## src/rtl/branch_ctrl_if.sv

```systemverilog
// ID-stage control/data bundle shared between the pipeline (master) and branch_ctrl (slave).
interface branch_ctrl_if;
  logic        stallD;
  logic        flushD;
  logic        branchD;
  logic        jumpD;
  logic        jrD;
  logic        linkD;
  logic        cmp_y;
  logic        opnd_ready;
  logic [31:0] pc_plus4D;
  logic [31:0] imm_extD;
  logic [31:0] rs_valD;
  logic [25:0] instr_indexD;

  logic        branch_stall;
  logic        pc_src;
  logic [31:0] pc_target;
  logic        link_wr;
  logic [31:0] link_addr;
  logic        in_delayslotD;

  modport master (
    output stallD, flushD, branchD, jumpD, jrD, linkD, cmp_y, opnd_ready,
           pc_plus4D, imm_extD, rs_valD, instr_indexD,
    input  branch_stall, pc_src, pc_target, link_wr, link_addr, in_delayslotD
  );

  modport slave (
    input  stallD, flushD, branchD, jumpD, jrD, linkD, cmp_y, opnd_ready,
           pc_plus4D, imm_extD, rs_valD, instr_indexD,
    output branch_stall, pc_src, pc_target, link_wr, link_addr, in_delayslotD
  );
endinterface

```

## src/rtl/branch_ctrl.sv

```systemverilog
// ID-stage branch/jump resolution: operand-wait stall, PC redirect, link write,
// delay-slot tracking and saturating conditional-branch statistics.
module branch_ctrl #(
  parameter int CNT_W = 16
) (
  input  logic             clk,
  input  logic             rst,
  branch_ctrl_if.slave     bus,
  output logic [CNT_W-1:0] br_total_cnt,
  output logic [CNT_W-1:0] br_taken_cnt,
  output logic [1:0]       state_o
);

  localparam logic [1:0] IDLE = 2'd0;
  localparam logic [1:0] WAIT = 2'd1;
  localparam logic [1:0] SLOT = 2'd2;

  localparam logic [CNT_W-1:0] CNT_MAX = '1;

  logic [1:0]       state_q, state_d;
  logic [CNT_W-1:0] total_q, total_d;
  logic [CNT_W-1:0] taken_q, taken_d;

  logic ctl, need, active, wait_ops, resolve, taken;

  always_comb begin
    ctl      = bus.branchD | bus.jumpD;
    need     = bus.branchD | bus.jrD;
    // A live control instruction in IDLE/WAIT that is neither flushed nor reset.
    active   = !rst && (state_q != SLOT) && ctl && !bus.flushD;
    wait_ops = active && need && !bus.opnd_ready;
    resolve  = active && !bus.stallD && !wait_ops;
    taken    = bus.branchD ? bus.cmp_y : 1'b1;
  end

  always_comb begin
    bus.branch_stall  = wait_ops;
    bus.pc_src        = resolve && taken;
    bus.link_wr       = resolve && bus.linkD;
    bus.link_addr     = 32'd0;
    bus.pc_target     = 32'd0;
    bus.in_delayslotD = !rst && (state_q == SLOT);
    if (resolve) begin
      bus.link_addr = bus.pc_plus4D + 32'd4;
      if (bus.branchD)
        bus.pc_target = bus.pc_plus4D + (bus.imm_extD << 2);
      else if (bus.jrD)
        bus.pc_target = bus.rs_valD;
      else
        bus.pc_target = {bus.pc_plus4D[31:28], bus.instr_indexD, 2'b00};
    end
  end

  always_comb begin
    state_d = IDLE;
    if (bus.flushD) begin
      state_d = IDLE;
    end else begin
      case (state_q)
        IDLE, WAIT: begin
          if (resolve)       state_d = SLOT;
          else if (wait_ops) state_d = WAIT;
          else if (active)   state_d = state_q;  // operands ready but pipeline held
          else               state_d = IDLE;
        end
        SLOT:    state_d = bus.stallD ? SLOT : IDLE;
        default: state_d = IDLE;
      endcase
    end
  end

  always_comb begin
    total_d = total_q;
    taken_d = taken_q;
    if (resolve && bus.branchD) begin
      if (total_q != CNT_MAX) total_d = total_q + 1'b1;
      if (bus.cmp_y && (taken_q != CNT_MAX)) taken_d = taken_q + 1'b1;
    end
  end

  always_ff @(posedge clk) begin
    if (rst) begin
      state_q <= IDLE;
      total_q <= '0;
      taken_q <= '0;
    end else begin
      state_q <= state_d;
      total_q <= total_d;
      taken_q <= taken_d;
    end
  end

  assign br_total_cnt = total_q;
  assign br_taken_cnt = taken_q;
  assign state_o      = state_q;

endmodule

```

## src/flat_wrapper.sv

```systemverilog
// flat-port wrapper written by rule: the top's interface ports become plain ports
module branch_ctrl_flat 
#(
  parameter int CNT_W = 16
)
  (clk, rst, br_total_cnt, br_taken_cnt, state_o, bus_stallD, bus_flushD, bus_branchD, bus_jumpD, bus_jrD, bus_linkD, bus_cmp_y, bus_opnd_ready, bus_pc_plus4D, bus_imm_extD, bus_rs_valD, bus_instr_indexD, bus_branch_stall, bus_pc_src, bus_pc_target, bus_link_wr, bus_link_addr, bus_in_delayslotD);
  branch_ctrl_if bus_i ();
  input  logic clk;
  input  logic rst;
  output logic [CNT_W-1:0] br_total_cnt;
  output logic [CNT_W-1:0] br_taken_cnt;
  output logic [1:0] state_o;
  input wire logic [$bits(bus_i.stallD)-1:0] bus_stallD;
  input wire logic [$bits(bus_i.flushD)-1:0] bus_flushD;
  input wire logic [$bits(bus_i.branchD)-1:0] bus_branchD;
  input wire logic [$bits(bus_i.jumpD)-1:0] bus_jumpD;
  input wire logic [$bits(bus_i.jrD)-1:0] bus_jrD;
  input wire logic [$bits(bus_i.linkD)-1:0] bus_linkD;
  input wire logic [$bits(bus_i.cmp_y)-1:0] bus_cmp_y;
  input wire logic [$bits(bus_i.opnd_ready)-1:0] bus_opnd_ready;
  input wire logic [$bits(bus_i.pc_plus4D)-1:0] bus_pc_plus4D;
  input wire logic [$bits(bus_i.imm_extD)-1:0] bus_imm_extD;
  input wire logic [$bits(bus_i.rs_valD)-1:0] bus_rs_valD;
  input wire logic [$bits(bus_i.instr_indexD)-1:0] bus_instr_indexD;
  output wire logic [$bits(bus_i.branch_stall)-1:0] bus_branch_stall;
  output wire logic [$bits(bus_i.pc_src)-1:0] bus_pc_src;
  output wire logic [$bits(bus_i.pc_target)-1:0] bus_pc_target;
  output wire logic [$bits(bus_i.link_wr)-1:0] bus_link_wr;
  output wire logic [$bits(bus_i.link_addr)-1:0] bus_link_addr;
  output wire logic [$bits(bus_i.in_delayslotD)-1:0] bus_in_delayslotD;
  assign bus_i.stallD = bus_stallD;
  assign bus_i.flushD = bus_flushD;
  assign bus_i.branchD = bus_branchD;
  assign bus_i.jumpD = bus_jumpD;
  assign bus_i.jrD = bus_jrD;
  assign bus_i.linkD = bus_linkD;
  assign bus_i.cmp_y = bus_cmp_y;
  assign bus_i.opnd_ready = bus_opnd_ready;
  assign bus_i.pc_plus4D = bus_pc_plus4D;
  assign bus_i.imm_extD = bus_imm_extD;
  assign bus_i.rs_valD = bus_rs_valD;
  assign bus_i.instr_indexD = bus_instr_indexD;
  assign bus_branch_stall = bus_i.branch_stall;
  assign bus_pc_src = bus_i.pc_src;
  assign bus_pc_target = bus_i.pc_target;
  assign bus_link_wr = bus_i.link_wr;
  assign bus_link_addr = bus_i.link_addr;
  assign bus_in_delayslotD = bus_i.in_delayslotD;
  branch_ctrl #(.CNT_W(CNT_W)) u_core (.clk(clk), .rst(rst), .bus(bus_i), .br_total_cnt(br_total_cnt), .br_taken_cnt(br_taken_cnt), .state_o(state_o));
endmodule
```

## config.mk

```make
export PLATFORM = sky130hd
export DESIGN_NAME = branch_ctrl_flat
export DESIGN_NICKNAME = d
export VERILOG_FILES = /design/src/rtl/branch_ctrl_if.sv /design/src/rtl/branch_ctrl.sv /design/src/flat_wrapper.sv
export SDC_FILE = /design/constraint.sdc
export NUM_CORES = 1
export LEC_CHECK = 0
export CELL_PAD_IN_SITES_DETAIL_PLACEMENT = 0
export CELL_PAD_IN_SITES_GLOBAL_PLACEMENT = 1
export CORE_ASPECT_RATIO = 0.75
export CORE_MARGIN = 2
export CORE_UTILIZATION = 48
export DETAILED_ROUTE_END_ITERATION = 10
export DONT_BUFFER_PORTS = 1
export PLACE_DENSITY_LB_ADDON = 0.05
export SLEW_MARGIN = 40
export SYNTH_ARGS = -nofsm -noshare
export SYNTH_HDL_FRONTEND = slang
export SYNTH_SLANG_ARGS = --single-unit
```

## constraint.sdc

```tcl
create_clock -name clk -period 4.9 [get_ports clk]
set_input_delay 0.98 -clock clk [delete_from_list [all_inputs] [get_ports clk]]
set_output_delay 0.98 -clock clk [all_outputs]
set_load 0.005 [all_outputs]
```

==> results.sh, run 1 <==
export IMPL_grt_pass1_wl_microns=21200
export IMPL_n_antenna_cell=0
export IMPL_arrival_ps=3220
export IMPL_wl_per_cell_microns=19.1
export IMPL_placementRows=30
export IMPL_ys_seq_elements=34
export IMPL_final_common_cell="nor2_1"
export IMPL_num_vias=4634
export IMPL_final_seq_area_sq_um=681
export IMPL_cp_max_fo=5
export IMPL_finalSetupViolCount=0
export IMPL_switching_share_pct=32.7
export IMPL_cts_sinks=34
export IMPL_synth_top_area_share_pct=15.0
export IMPL_rsz0062_at_grt="false"
export IMPL_vias_per_cell=6.19
export IMPL_max_vdd_ir_drop_v=0.000144
export IMPL_cp_slowest_cell="a211oi_1"
export IMPL_grt_use_total_pct=26.4
export IMPL_gp_congestion=0.905
export IMPL_end_kind="output port"
export IMPL_p_clk_share_pct=33.5
export IMPL_yosysUniqueCellTypes=62
export IMPL_ant_nets=0
export IMPL_die_area_sq_um=10300
export IMPL_r2r_slack_ps=2510
export IMPL_syn_avg_cell_area_sq_um=7.09
export IMPL_clk_latency_ps=280
export IMPL_critPathMaxStageDelay_ps=470
export IMPL_grt_pass1_vias=4265
export IMPL_antenna_found_initial=0
export IMPL_p_comb_share_pct=34.8
export IMPL_htreeDepth=2
export IMPL_seq_area_frac_synth_pct=15.0
export IMPL_netlist_area_sq_um=4540
export IMPL_final_fill_count=924
export IMPL_multi_input_area_sq_um=3670
export IMPL_cp_required_ps=3920
export IMPL_cts_root_buffer="clkbuf_16"
export IMPL_p_int_mw=0.591
export IMPL_pwr_share_seq_pct=31.7
export IMPL_crit_chain="ha_1 > inv_1 > fa_1 > nor2b_1 > o31a_1 > o311ai_1 > a211oi_1 > a21boi_1 > xor2_1 > o22ai_1"
export IMPL_wirelength_microns=14300
export IMPL_timing_fmax_ghz=0.238
export IMPL_die_x_microns=116
export IMPL_hold_violations=0
export IMPL_drt_first_iter_violations=196
export IMPL_tritoncts="built"
export IMPL_start_util_pct=49.8
export IMPL_crit_type="input pin to output port"
export IMPL_max_slew_margin_rel_pct=51.2
export IMPL_clk_path_buf_depth=2
export IMPL_maxCapViolations=0
export IMPL_fp_dieH_microns=88.2
export IMPL_synth_cells=640
export IMPL_placed_cells=742
export IMPL_clock_skew_ps=3.09
export IMPL_cts_setup_buffers=0
export IMPL_p_leak_nw=1.75
export IMPL_numPortBuffers=0
export IMPL_io_pins=234
export IMPL_drive_gt1_share_pct=4.35
export IMPL_status="finished clean"
export IMPL_tns_ps=0
export IMPL_drcViolationCount=0
export IMPL_crit_buf_inv=1
export IMPL_finalCritPeriodShare_pct=85.8
export IMPL_synth_async_sr_flop_share_pct=0
export IMPL_final_cell_mix="90 x nor2_1, 47 x nand2_1, 47 x a21oi_1, 45 x xor2_1, 34 x dfxtp_1"
export IMPL_drt_pass1_iter_count=5
export IMPL_critPathLaunchType="input pin"
export IMPL_area_growth_pct=4.55
export IMPL_gr_total_overflow=0
export IMPL_path_clk_slew_ps=50
export IMPL_dp_hpwl_microns=11600
export IMPL_synth_area_top_cells="dfxtp_1 15%, ha_1 8.8%, xor2_1 8.7%, nor2_1 7.4%, xnor2_1 5.4%"
export IMPL_synth_ff_type="dfxtp_1"
export IMPL_path_delay_family="compound AO/OA/AOI/OAI gates"
export IMPL_drv_slew=0
export IMPL_p_sw_mw=0.287
export IMPL_hp_class="flop to flop"
export IMPL_power_density_nw_per_um2=185
export IMPL_stdcell_count=749
export IMPL_syn_nets=805
export IMPL_core_sq_um=9120
export IMPL_ctsHoldBuffers=0
export IMPL_num_nets_final=786
export IMPL_period_minus_slack_ps=4200
export IMPL_numCtsBuffers=5
export IMPL_worstMarginPinSlew_ps=731
export IMPL_synth_edf_count=0
export IMPL_ctsResizeCount=0
export IMPL_synth_top_area_cell="dfxtp_1"
export IMPL_grt_max_degree=48
export IMPL_yosysWarnings=0
sequential cells by signal, indices dropped and copies added (netlist names):
name	flops
u_core.br_total_cnt	16
u_core.br_taken_cnt	16
u_core.state_o	2
layout make-up:
cell class / count / share of cell area, %
multi-input cells: 558 / 77.4
flip-flops and latches: 34 / 14.3
well taps: 128 / 3.38
clock buffers: 7 / 2.80
inverters: 18 / 1.42
repair buffers: 4 / 0.633
cells by family (layout without fill, tap and decap cells):
group | count (synthesis) | after routing | share of synthesized area, %
mux | 25 | 25 | 5.76
compound gates | 167 | 167 | 23.9
simple gates | 260 | 260 | 27.8
buf+inv | 48 | 29 | 4.19
flops | 34 | 34 | 15.0
xor+xnor | 73 | 73 | 14.1
fa+ha+maj | 33 | 33 | 9.26
power groups by stage:
stage	clock network, mW	registers [mW]	logic (mW)
floorplan	0	0.284	0.254
global placement	0	0.284	0.300
detailed placement	0	0.284	0.301
CTS	0.301	0.278	0.303
global route	0.316	0.278	0.337
finish	0.294	0.278	0.305
per-stage QoR:
stage	power (mW)	util [%]	hold slack, ps	cell area [sq um]	setup slack (ps)
floorplan	0.538	-	470	4540	1010
global placement	0.584	50.6	498	4610	702
detailed placement	0.585	50.6	503	4610	685
CTS	0.883	52.0	509	4740	670
global route	0.931	52.0	526	4740	497
finish	0.877	52.0	513	4740	697
layer usage:
| layer | wire length (microns) | track usage (%) | vias up |
|---|---|---|---|
| li1 | - | - | 2277 |
| met1 | 6190 | 33.3 | 2152 |
| met2 | 6720 | 44.7 | 191 |
| met3 | 1180 | 7.96 | 14 |
| met4 | 233 | 5.74 | 0 |
| met5 | 0 | 0 | - |
synth_stat cells, types with 5 or more instances:
master    number
nor2_1        90
a21oi_1       47
nand2_1       47
xor2_1        45
dfxtp_1       34
ha_1          32
nand3_1       32
xnor2_1       28
clkbuf_1      24
o21ai_0       24
a211oi_1      23
inv_1         17
nand4_1       17
mux2i_1       16
nor3_1        14
nor2b_1       11
o21ai_1       11
or3_1         11
o22ai_1       10
and3_1         9
mux2_2         9
a21o_1         8
o21bai_1       8
and2_1         6
o21a_1         6
nand2b_1       5
path summary, 6_finish.rpt:
path,startpoint,end,cells after the start
min reg2reg,u_core.state_o[1],u_core.state_o[0],1
min,u_core.state_o[1],u_core.state_o[0],1
max,bus_imm_extD[0],bus_pc_target[22],10
max reg2reg,u_core.state_o[0],u_core.br_total_cnt[9],8
Note: power is estimated with default switching activity, not from simulation.
==> inputs of run 2 (changes only) <==
Settings changed: CORE_UTILIZATION 48 to 42.
==> run 2 against run 1 <==
- utilization down 6.4 points
- sequential power is essentially flat
- highest routed layer unchanged
- critical path type unchanged
- clock power is essentially flat
- register-to-register slack worse by 50 ps
- setup slack worse by 52 ps
- hold slack better by 24 ps
==> results.sh, run 2 (synthesis gave the netlist of run 1 again) <==
export IMPL_status="finished clean"
export IMPL_antenna_found_initial=0
export IMPL_final_cell_mix="90 x nor2_1, 47 x nand2_1, 47 x a21oi_1, 45 x xor2_1, 34 x dfxtp_1"
export IMPL_drt_pass1_iter_count=4
export IMPL_cp_required_ps=3920
export IMPL_finalSetupViolCount=0
export IMPL_drcViolationCount=0
export IMPL_hold_depth=2
export IMPL_cts_sinks=34
export IMPL_drt_first_iter_violations=193
export IMPL_crit_type="input pin to output port"
export IMPL_gp_congestion=0.852
export IMPL_final_fill_count=1094
export IMPL_ctsHoldBuffers=0
export IMPL_grt_pass1_vias=4233
export IMPL_wl_per_cell_microns=19.5
export IMPL_clk_latency_ps=280
export IMPL_max_vdd_ir_drop_v=0.000121
export IMPL_tns_ps=0
export IMPL_end_kind="output port"
export IMPL_arrival_ps=3280
export IMPL_ctsResizeCount=0
export IMPL_numCtsBuffers=5
export IMPL_r2r_start="u_core.state_o[0]"
export IMPL_r2r_slack_ps=2460
export IMPL_core_sq_um=10400
export IMPL_clk_path_buf_depth=2
export IMPL_critPathMaxStageDelay_ps=520
export IMPL_max_slew_margin_rel_pct=54.9
export IMPL_final_core_util_pct=45.7
export IMPL_cp_slowest_cell="a211oi_1"
export IMPL_ant_nets=0
export IMPL_drv_slew=0
export IMPL_hold_path_end="u_core.br_taken_cnt[15]"
export IMPL_critPathLaunchType="input pin"
export IMPL_numPortBuffers=0
export IMPL_final_common_cell="nor2_1"
export IMPL_num_vias=4624
export IMPL_hp_class="flop to flop"
export IMPL_multi_input_area_sq_um=3680
export IMPL_final_seq_area_sq_um=681
export IMPL_start_util_pct=43.6
export IMPL_crit_buf_inv=1
export IMPL_period_minus_slack_ps=4260
export IMPL_timing_fmax_ghz=0.235
export IMPL_crit_chain="ha_1 > inv_1 > fa_1 > nor2b_1 > o31a_1 > o311ai_1 > a211oi_1 > a31oi_1 > xor2_1 > a21oi_1"
export IMPL_die_x_microns=124
export IMPL_clock_skew_ps=2.51
export IMPL_tritoncts="built"
export IMPL_grt_pass1_wl_microns=22000
export IMPL_maxCapViolations=0
export IMPL_cts_root_buffer="clkbuf_16"
export IMPL_path_delay_family="compound AO/OA/AOI/OAI gates"
export IMPL_worstMarginPinSlew_ps=675
export IMPL_power_mw=0.886
export IMPL_holdCritStartpoint="u_core.br_taken_cnt[15]"
export IMPL_num_nets_final=785
export IMPL_rsz0062_at_grt="false"
export IMPL_power_density_nw_per_um2=186
export IMPL_cp_max_fo=5
export IMPL_fp_dieH_microns=94.0
export IMPL_placementRows=32
export IMPL_gr_total_overflow=0
export IMPL_p_leak_nw=1.75
export IMPL_n_antenna_cell=0
export IMPL_place_area_sq_um=4610
export IMPL_area_growth_pct=4.74
export IMPL_grt_max_degree=45
export IMPL_wirelength_microns=14800
export IMPL_htreeDepth=2
export IMPL_vias_per_cell=6.12
export IMPL_r2r_cells=8
export IMPL_path_clk_slew_ps=50
export IMPL_drive_gt1_share_pct=4.19
export IMPL_die_area_sq_um=11700
export IMPL_dp_hpwl_microns=12000
export IMPL_finalCritPeriodShare_pct=86.8
export IMPL_timing_rr_end="u_core.br_taken_cnt[9]"
export IMPL_hold_violations=0
export IMPL_grt_use_total_pct=24.1
export IMPL_cts_setup_buffers=0
export IMPL_postLayoutCellArea_sq_um=4750
export IMPL_io_pins=234
[run 2: cell count changes in the layout (fill, tap and decap cells not counted)]
cell / change
buf_4: -1
nor3_2: -1
nor3_4: +1
[run 2: worst reg2reg max path, cell delays in order (launching register included)]
cell and delay (ps):
dfxtp_1 400, nand2b_1 210, o2111ai_1 130, buf_4 210, a311o_1 440, nor3_1 530, nand4_1 180, xor2_1 170
nor2_1 60
[run 2: layout make-up]
class                      instances  area share [%]
multi-input combinational        558            77.4
sequential                        34            14.3
tap                              136            3.58
clock buffer                       7            2.79
inverter                          18            1.42
timing repair buffer               3           0.474
[run 2: how the worst max path moves through the flow]
stage	start	endpoint	slack [ps]	depth (start not counted)
final	bus_imm_extD[0]	bus_pc_target[30]	640	10
after global routing	bus_imm_extD[0]	bus_pc_target[30]	380	10
after CTS	bus_imm_extD[0]	bus_pc_target[30]	640	10
after detailed placement	bus_imm_extD[0]	bus_pc_target[30]	650	10
after global placement	bus_imm_extD[0]	bus_pc_target[30]	720	10
after floorplan	bus_imm_extD[1]	bus_pc_target[23]	1010	9
[run 2: stage by stage]
| step | setup slack, ps | std cells | hold slack (ps) |
|---|---|---|---|
| floorplan | 1010 | 640 | 470 |
| global placement | 715 | 749 | 524 |
| detailed placement | 651 | 749 | 534 |
| CTS | 640 | 756 | 541 |
| global route | 379 | 756 | 553 |
| finish | 645 | 756 | 537 |
[run 2: metal layers]
layer  GRT usage (%)  share of wire [%]  vias up
li1                -                  -     2275
met2            40.3                 47      182
met1            31.3                 44     2157
met3            7.65                8.6       10
met5               0                  0        -
met4            2.81               0.77        0
[run 2: where the power goes]
part / switching (mW) / internal, mW
Sequential: 0.000927 / 0.277
Clock: 0.112 / 0.186
Combinational: 0.183 / 0.128
Total: 0.295 / 0.591
==> inputs of run 3 (changes only) <==
Settings changed: CTS_CLUSTER_DIAMETER set to 60.
==> results of run 3 <==
The final DEF is identical to that of run 2; final timing and power are the same.
